==> src/rtl/spm_cfg_sequencer.sv <==
// Scratchpad configuration sequencer: loads a session of instruction words into the
// scratchpad buffer through init/inst, then strobes run once per loaded word.
module spm_cfg_sequencer #(
   parameter int INST_W = 24,
   parameter int DEPTH  = 16,
   parameter int CNT_W  = 5
) (
   input  logic              clk,
   input  logic              rst,
   input  logic              start_i,
   input  logic [CNT_W-1:0]  cfg_len_i,
   input  logic              cfg_valid_i,
   input  logic [INST_W-1:0] cfg_data_i,
   output logic              cfg_ready_o,
   input  logic              pause_i,
   output logic              spm_init_o,
   output logic [INST_W-1:0] spm_inst_o,
   output logic              spm_run_o,
   output logic              busy_o,
   output logic              done_o,
   output logic              err_o,
   output logic [1:0]        state_o
);

   // Handshake: a config beat transfers on any clock edge where cfg_valid_i and
   // cfg_ready_o are both high; cfg_ready_o depends only on state and counters.

   typedef enum logic [1:0] {
      S_IDLE = 2'd0,
      S_LOAD = 2'd1,
      S_RUN  = 2'd2,
      S_FIN  = 2'd3
   } state_e;

   localparam logic [CNT_W-1:0] DEPTH_C = CNT_W'(DEPTH);
   localparam logic [CNT_W-1:0] ONE_C   = CNT_W'(1);

   state_e              state_q, state_d;
   logic [CNT_W-1:0]    len_q, len_d;
   logic [CNT_W-1:0]    load_cnt_q, load_cnt_d;
   logic [CNT_W-1:0]    run_cnt_q, run_cnt_d;
   logic                used_q, used_d;
   logic                init_q, init_d;
   logic [INST_W-1:0]   inst_q, inst_d;
   logic                run_q, run_d;
   logic                busy_q, busy_d;
   logic                done_q, done_d;
   logic                err_q, err_d;
   logic                ready;
   logic                len_bad;

   assign ready   = (state_q == S_LOAD) && (load_cnt_q < len_q);
   assign len_bad = (cfg_len_i == '0) || (cfg_len_i > DEPTH_C);

   always_ff @(posedge clk) begin
      if (rst) begin
         state_q    <= S_IDLE;
         len_q      <= '0;
         load_cnt_q <= '0;
         run_cnt_q  <= '0;
         used_q     <= 1'b0;
         init_q     <= 1'b0;
         inst_q     <= '0;
         run_q      <= 1'b0;
         busy_q     <= 1'b0;
         done_q     <= 1'b0;
         err_q      <= 1'b0;
      end else begin
         state_q    <= state_d;
         len_q      <= len_d;
         load_cnt_q <= load_cnt_d;
         run_cnt_q  <= run_cnt_d;
         used_q     <= used_d;
         init_q     <= init_d;
         inst_q     <= inst_d;
         run_q      <= run_d;
         busy_q     <= busy_d;
         done_q     <= done_d;
         err_q      <= err_d;
      end
   end

   always_comb begin
      state_d    = state_q;
      len_d      = len_q;
      load_cnt_d = load_cnt_q;
      run_cnt_d  = run_cnt_q;
      used_d     = used_q;
      init_d     = 1'b0;
      inst_d     = inst_q;
      run_d      = 1'b0;
      busy_d     = busy_q;
      done_d     = 1'b0;
      err_d      = 1'b0;

      case (state_q)
         S_IDLE: begin
            if (start_i) begin
               // The scratchpad run pointer only clears on rst, so one session per reset.
               if (len_bad || used_q) begin
                  err_d = 1'b1;
               end else begin
                  len_d      = cfg_len_i;
                  load_cnt_d = '0;
                  run_cnt_d  = '0;
                  busy_d     = 1'b1;
                  state_d    = S_LOAD;
               end
            end
         end

         S_LOAD: begin
            if (cfg_valid_i && ready) begin
               init_d     = 1'b1;
               inst_d     = cfg_data_i;
               load_cnt_d = load_cnt_q + ONE_C;
               if (load_cnt_q == len_q - ONE_C) begin
                  state_d = S_RUN;
               end
            end
         end

         S_RUN: begin
            if (!pause_i && (run_cnt_q < len_q)) begin
               run_d     = 1'b1;
               run_cnt_d = run_cnt_q + ONE_C;
               if (run_cnt_q == len_q - ONE_C) begin
                  used_d  = 1'b1;
                  state_d = S_FIN;
               end
            end
         end

         S_FIN: begin
            done_d  = 1'b1;
            busy_d  = 1'b0;
            state_d = S_IDLE;
         end

         default: state_d = S_IDLE;
      endcase
   end

   assign cfg_ready_o = ready;
   assign spm_init_o  = init_q;
   assign spm_inst_o  = inst_q;
   assign spm_run_o   = run_q;
   assign busy_o      = busy_q;
   assign done_o      = done_q;
   assign err_o       = err_q;
   assign state_o     = state_q;

endmodule

==> config.mk <==
export PLATFORM = sky130hd
export DESIGN_NAME = spm_cfg_sequencer
export DESIGN_NICKNAME = d
export VERILOG_FILES = /design/src/rtl/spm_cfg_sequencer.sv
export SDC_FILE = /design/constraint.sdc
export NUM_CORES = 1
export LEC_CHECK = 0
export ABC_AREA = 0
export CAP_MARGIN = 40
export CORE_AREA = 10 10 93 95
export DETAILED_ROUTE_END_ITERATION = 8
export DIE_AREA = 0 0 103 105
export HOLD_SLACK_MARGIN = 0.08
export REMOVE_ABC_BUFFERS = 1
export SLEW_MARGIN = 20
export SYNTH_ARGS = -nofsm -noshare
export SYNTH_HDL_FRONTEND = slang
export SYNTH_SLANG_ARGS = --single-unit
==> constraint.sdc <==
create_clock -name clk -period 4.78 [get_ports clk]
set_input_delay 0.956 -clock clk [delete_from_list [all_inputs] [get_ports clk]]
set_output_delay 0.956 -clock clk [all_outputs]
set_load 0.03 [all_outputs]
==> summary.md, run 1 <==
| Metric | Value |
|---|---|
| Predominant post-synthesis flop cell | dfxtp_1 |
| NumNets Final | 357 |
| Share of layout cells above drive strength 1 | 5.21% |
| Initial DRC count | 30 |
| Largest stage delay, worst path | 0.67 ns |
| Sequential area share after synthesis | 40.4% |
| Cell Area, Synth | 2330 um^2 |
| Final setup fails | 0 |
| GRT Util Overall | 11.1% |
| VDD IR max | ~0.18 mV |
| Cell family with most CP delay | buffers and inverters |
| Routability cong. | ~0.8 |
| Chip width | 103 um |
| WP data arrival | roughly 2.3 ns |
| Register area | 941 um^2 |
| EDFF count, synth | 0 |
| Largest net degree at the start of global routing | 43 |
| First-pass GRT wire length | 9720 um |
| Final Hold Vio Count | 0 |
| Area of the core | 6760 um^2 |
| Startpoint class of the critical path | register |
| Via count | 1,878 |
| CP max stage cell | clkdlybuf4s50_1 |
| # port buffers | 65 |
| CTS-repair resized insts | 0 |
| Fin crit period | 3.29 ns |
| Die Ht | approximately 110 um |
| Congestion Overflow GR | 0 |
| Initial antenna violation count | 0 |
| Std-Cell Rows | 30 |
| Seq cells post-synth | 47 |
| Post-CTS Setup Repair Bufs | 0 |
| Period utilisation layout | 68.7% |
| Max-cap violations | 0 |
| Async SR Flop Fraction | 0% |
| Max Slew Vio Count | 0 |
| Setup_tns | 0 ns |
| Fmax | slightly above 300 MHz |
| DP HPWL | 4390 um |
| Drc violations | 0 |
| Post-Syn Instances | 239 |
| CTS Buf Count | 5 |
| Multi-input logic area | 1280 um^2 |
| Starting Density | about a third |
| Pwr Density | 361 nW/um^2 |
| Area growth from synthesis to layout | 35.3% |
| Detailed Routing Iterations Pass 1 | 4 |
| # hold bufs at CTS | 0 |
| HP Class | register to register |
| Antenna-violating nets left | 0 |
| Critical Path Sink Type | output pin |
| Unrepaired setup endpoints after global routing | no |
| Filler Cells Inserted | 633 |
| Clk root buf | clkbuf_8 |
| CP required | 3.82 ns |
| Crit-path max FO | 3 |
| Worst-path clk slew | about 0.1 ns |
| Critical Path Stages | 6 |
| Synth warn | 0 |
| Avg Cell Area, Syn | between 9 and 10 um^2 |
| Slew HR | about three fifths |
| Least-Margin Pin Slew | 0.614 ns |
| Worst Hold Depth | 2 |
| Full die area | 10,800 um^2 |
| Antenna diodes | 0 |
| Vias/cell | roughly 4.9 |
| Clk_skew | 0.0112 ns |
| FF-to-FF path depth | 9 |
| # H-tree levels | 2 |
| IO Pins | 66 |
| Layout Utilization | between 40% and 50% |
| Critical Path, Cell by Cell | inv_1 > ha_1 > nor2b_1 > o2111ai_1 > and2_1 > clkdlybuf4s50_1 |
| Status | finished, final reports clean |
| Setup CP Type | register to output pin |
| Worst path bufs/invs | 2 |
| Clock buffer depth | 2 |
| Synth unique cells | 44 |
| Vias in the first global route | 1,946 |
| Avg WL per Cell | 14.7 um |
| Leakage | 1.33 nW |
| CTS tree | yes |
| Clock sink total | 47 |
| DRT Wirelength | 5680 um |
| Worst skew pair latency | 0.31 ns |
[worst min-delay path: cells and delay by family (launching register included)]
kind,cells,cell delay [ns]
flops,1,0.34
mux,1,0.07
simple gates,1,0.07
[synth_stat cells (2+ instances only)]
library cell | instances | share of area [%]
mux2i_1 | 31 | 13
o31ai_1 | 2 | 0.64
a31oi_1 | 2 | 0.54
a211oi_1 | 3 | 0.97
dfxtp_1 | 47 | 40
nor2b_1 | 3 | 0.81
buf_2 | 4 | 0.86
ha_1 | 17 | 9.1
nor4_1 | 2 | 0.54
nand3_1 | 4 | 0.86
or4_1 | 2 | 0.64
nand2_1 | 8 | 1.3
o21ai_1 | 3 | 0.64
a21boi_1 | 2 | 0.64
nor2_1 | 41 | 6.6
xor2_1 | 3 | 1.1
nand4_1 | 5 | 1.3
a21oi_1 | 5 | 1.1
o31ai_4 | 2 | 1.8
clkbuf_1 | 3 | 0.48
inv_1 | 16 | 2.6
xnor2_1 | 12 | 4.5
[where the power goes]
part	switching (W)	internal, W
clock network	0.000145	0.000105
registers	0.0000275	0.000424
logic	0.000248	0.000188
total	0.000420	0.000716
[per-layer routing]
metal	track usage [%]	wire (um)
met1	13.2	2470
met5	0	0
met3	7.38	733
met2	15.7	2440
met4	2.98	43
[final cells by class]
class                      count  share of cell area [%]
clock inverter                 3                   0.715
multi-input combinational    168                    40.8
timing repair buffer          68                    21.4
inverter                      16                    1.91
clock buffer                   5                    2.18
sequential                    47                    29.9
tap                           80                    3.18
[registers in the layout, summed over array words and instances, names as in the netlist]
signal      count
spm_inst_o     24
len_q           5
load_cnt_q      5
run_cnt_q       5
state_o         2
busy_o          1
done_o          1
err_o           1
spm_init_o      1
spm_run_o       1
used_q          1
[placed cells by master, fill, tap and decap left out, types with 4 or more instances in the layout]
master,count
ha_1,17
dfxtp_1,47
inv_1,16
nor2_1,41
clkdlybuf4s50_1,65
clkbuf_8,5
a21oi_1,5
mux2i_1,31
nand2_1,8
nand4_1,5
xnor2_1,12
nand3_1,4
[cell families after synthesis]
kind of cell             synth area share [%]
multiplexers                             13.8
AND/OR/NAND/NOR                          16.2
AO/OA/AOI/OAI                            9.40
flip-flops                               40.4
XOR/XNOR                                 6.61
adder cells (fa/ha/maj)                  9.13
buffers and inverters                    4.41
[path summary, 6_finish.rpt]
check                                    start        endpoint  slack (ns)
worst max-delay path                  len_q[1]     cfg_ready_o        1.49
worst min-delay path            spm_inst_o[20]  spm_inst_o[20]        0.50
worst max register to register        len_q[1]      state_o[0]        1.88
worst min register to register  spm_inst_o[20]  spm_inst_o[20]        0.50
[stage by stage]
stage                     power, W  hold slack (ns)  instance area [um^2]  instances  setup slack, ns
after floorplan           0.000746            0.479                  2290        231             2.06
after global placement    0.000890            0.474                  3050        378             1.27
after detailed placement  0.000900            0.484                  3060        379             1.54
after CTS                  0.00115            0.503                  3150        387             1.44
after global routing       0.00122            0.534                  3150        387             1.33
final                      0.00114            0.501                  3150        387             1.49
(Power assumes the default switching activity.)
==> run 2, diff against run 1 <==
==> constraint.sdc (replaced) <==
create_clock -name clk -period 3.1 [get_ports clk]
set_input_delay 0.62 -clock clk [delete_from_list [all_inputs] [get_ports clk]]
set_output_delay 0.62 -clock clk [all_outputs]
set_load 0.03 [all_outputs]
==> summary.md, run 2 (same netlist as run 1, synthesis figures left out) <==
| Metric | Value |
|---|---|
| Fmax | 391 MHz |
| Initial antenna violation count | 0 |
| CTS Buf Count | 5 |
| Clk root buf | clkbuf_8 |
| IO Pins | 66 |
| Max Slew Vio Count | 0 |
| Fin crit period | 2.56 ns |
| Clock share of power | roughly 22% |
| HP Class | register to register |
| WP data arrival | 1.94 ns |
| Psw | 0.000641 W |
| Filler Cells Inserted | 651 |
| Vias in the first global route | 2,018 |
| Sw Ratio | 36.0% |
| Commonest non-fill, non-tap cells in the layout | clkdlybuf4s50_1, dfxtp_1, nor2_1 |
| Status | finished, final reports clean |
| Congestion Overflow GR | 0 |
| NumNets Final | 360 |
| Starting Density | 34.5% |
| Final Cell Area | 3180 um^2 |
| Routability cong. | 0.775 |
| Combinational Power Share | approximately two fifths |
| Final worst slack | 0.544 ns |
| Via count | 1,938 |
| # hold bufs at CTS | 0 |
| Clock sink total | between 40 and 50 |
| GRT Util Overall | between 10% and 20% |
| Post-DP Area | 3080 um^2 |
| Area growth from synthesis to layout | 36.6% |
| Vias/cell | 4.97 |
| Max-cap violations | 0 |
| First-pass GRT wire length | 10,000 um |
| Crit-path max FO | 3 |
| Full die area | 10,800 um^2 |
| Multi-input logic area | 1280 um^2 |
| Pwr Density | 560 nW/um^2 |
| # H-tree levels | 2 |
| Antenna-violating nets left | 0 |
| Chip width | 103 um |
| Setup CP Type | register to output pin |
| Worst skew pair latency | 0.30 ns |
| Period utilisation layout | 82.4% |
| Clock buffer depth | 2 |
| Commonest non-fill, non-tap cell in the layout | clkdlybuf4s50_1 |
| DP HPWL | 4650 um |
| Std-Cell Rows | 30 |
| Setup_tns | 0 ns |
| Avg WL per Cell | 15.0 um |
| Final setup fails | 0 |
| Worst hold slack | 0.498 ns |
| CTS-repair resized insts | 0 |
| Sequential power share | between 30% and 40% |
| Clk_skew | 0.00864 ns |
| Slew HR | 62.1% |
| Post-CTS Setup Repair Bufs | 0 |
| Antenna diodes | 0 |
| Final Hold Vio Count | 0 |
| Startpoint class of the critical path | register |
| Critical Path Sink Type | output pin |
| DRT Wirelength | around 5900 um |
| Leakage | between 1 and 1.5 nW |
| Drc violations | 0 |
| CTS tree | yes |
| Least-Margin Pin Slew | 0.554 ns |
| Die Ht | about 110 um |
| Initial DRC count | 63 |
| Pre-CTS setup slack | 0.220 ns |
| Unrepaired setup endpoints after global routing | no |
| Largest register FFs | 24 |
| Pint | 0.00114 W |
| Share of layout cells above drive strength 1 | under 10% |
| Largest net degree at the start of global routing | 33 |
| Area of the core | between 6000 and 7000 um^2 |
| Register area | 941 um^2 |
| Worst-path clk slew | 0.09 ns |
| Detailed Routing Iterations Pass 1 | 4 |
| CP required | about 2.5 ns |
| VDD IR max | 0.219 mV |
| # port buffers | 65 |
-- run 2: metrics by stage --
stage               instances  power [W]  utilization (%)
finish                    390    0.00178             47.1
global route              390    0.00190             47.1
CTS                       390    0.00181             47.0
detailed placement        382    0.00140             45.6
global placement          382    0.00139             45.6
floorplan                 231    0.00115                -
-- run 2: final cells by class --
| class | instances | area share (%) |
|---|---|---|
| Tap cell | 80 | 3.15 |
| Clock inverter | 2 | 0.433 |
| Sequential cell | 47 | 29.6 |
| Multi-Input combinational cell | 168 | 40.4 |
| Inverter | 16 | 1.89 |
| Clock buffer | 6 | 2.60 |
| Timing Repair Buffer | 71 | 22.0 |
-- run 2: final timing paths --
path	startpoint	endpoint	slack, ns	cells after the start
min	spm_inst_o[22]	spm_inst_o[22]	0.50	2
max reg2reg	len_q[1]	load_cnt_q[3]	0.59	8
max	len_q[1]	cfg_ready_o	0.54	6
min reg2reg	spm_inst_o[22]	spm_inst_o[22]	0.50	2
-- run 2: power groups by stage --
stage	combinational, W	sequential (W)	clock (W)
2_1_floorplan	0.000376	0.000775	0
3_3_place_gp	0.000685	0.000708	0
3_5_place_dp	0.000692	0.000710	0
4_1_cts	0.000694	0.000697	0.000416
5_1_grt	0.000755	0.000705	0.000438
6_report	0.000685	0.000695	0.000399
-- run 2: critical path, cell delays in order, from the launching register on --
cell and delay (ns):
dfxtp_1 0.41, inv_1 0.12, ha_1 0.29, nor2b_1 0.13, o2111ai_1 0.23, and2_1 0.16
dlymetal6s2s_1 0.29
-- run 2: metal layers --
layer | share of wire (%) | up-vias | track usage, %
met5 | 0 | - | 0
met2 | 46 | 61 | 17.0
met1 | 41 | 897 | 12.8
li1 | - | 975 | -
met3 | 13 | 5 | 7.51
met4 | 0.94 | 0 | 2.39
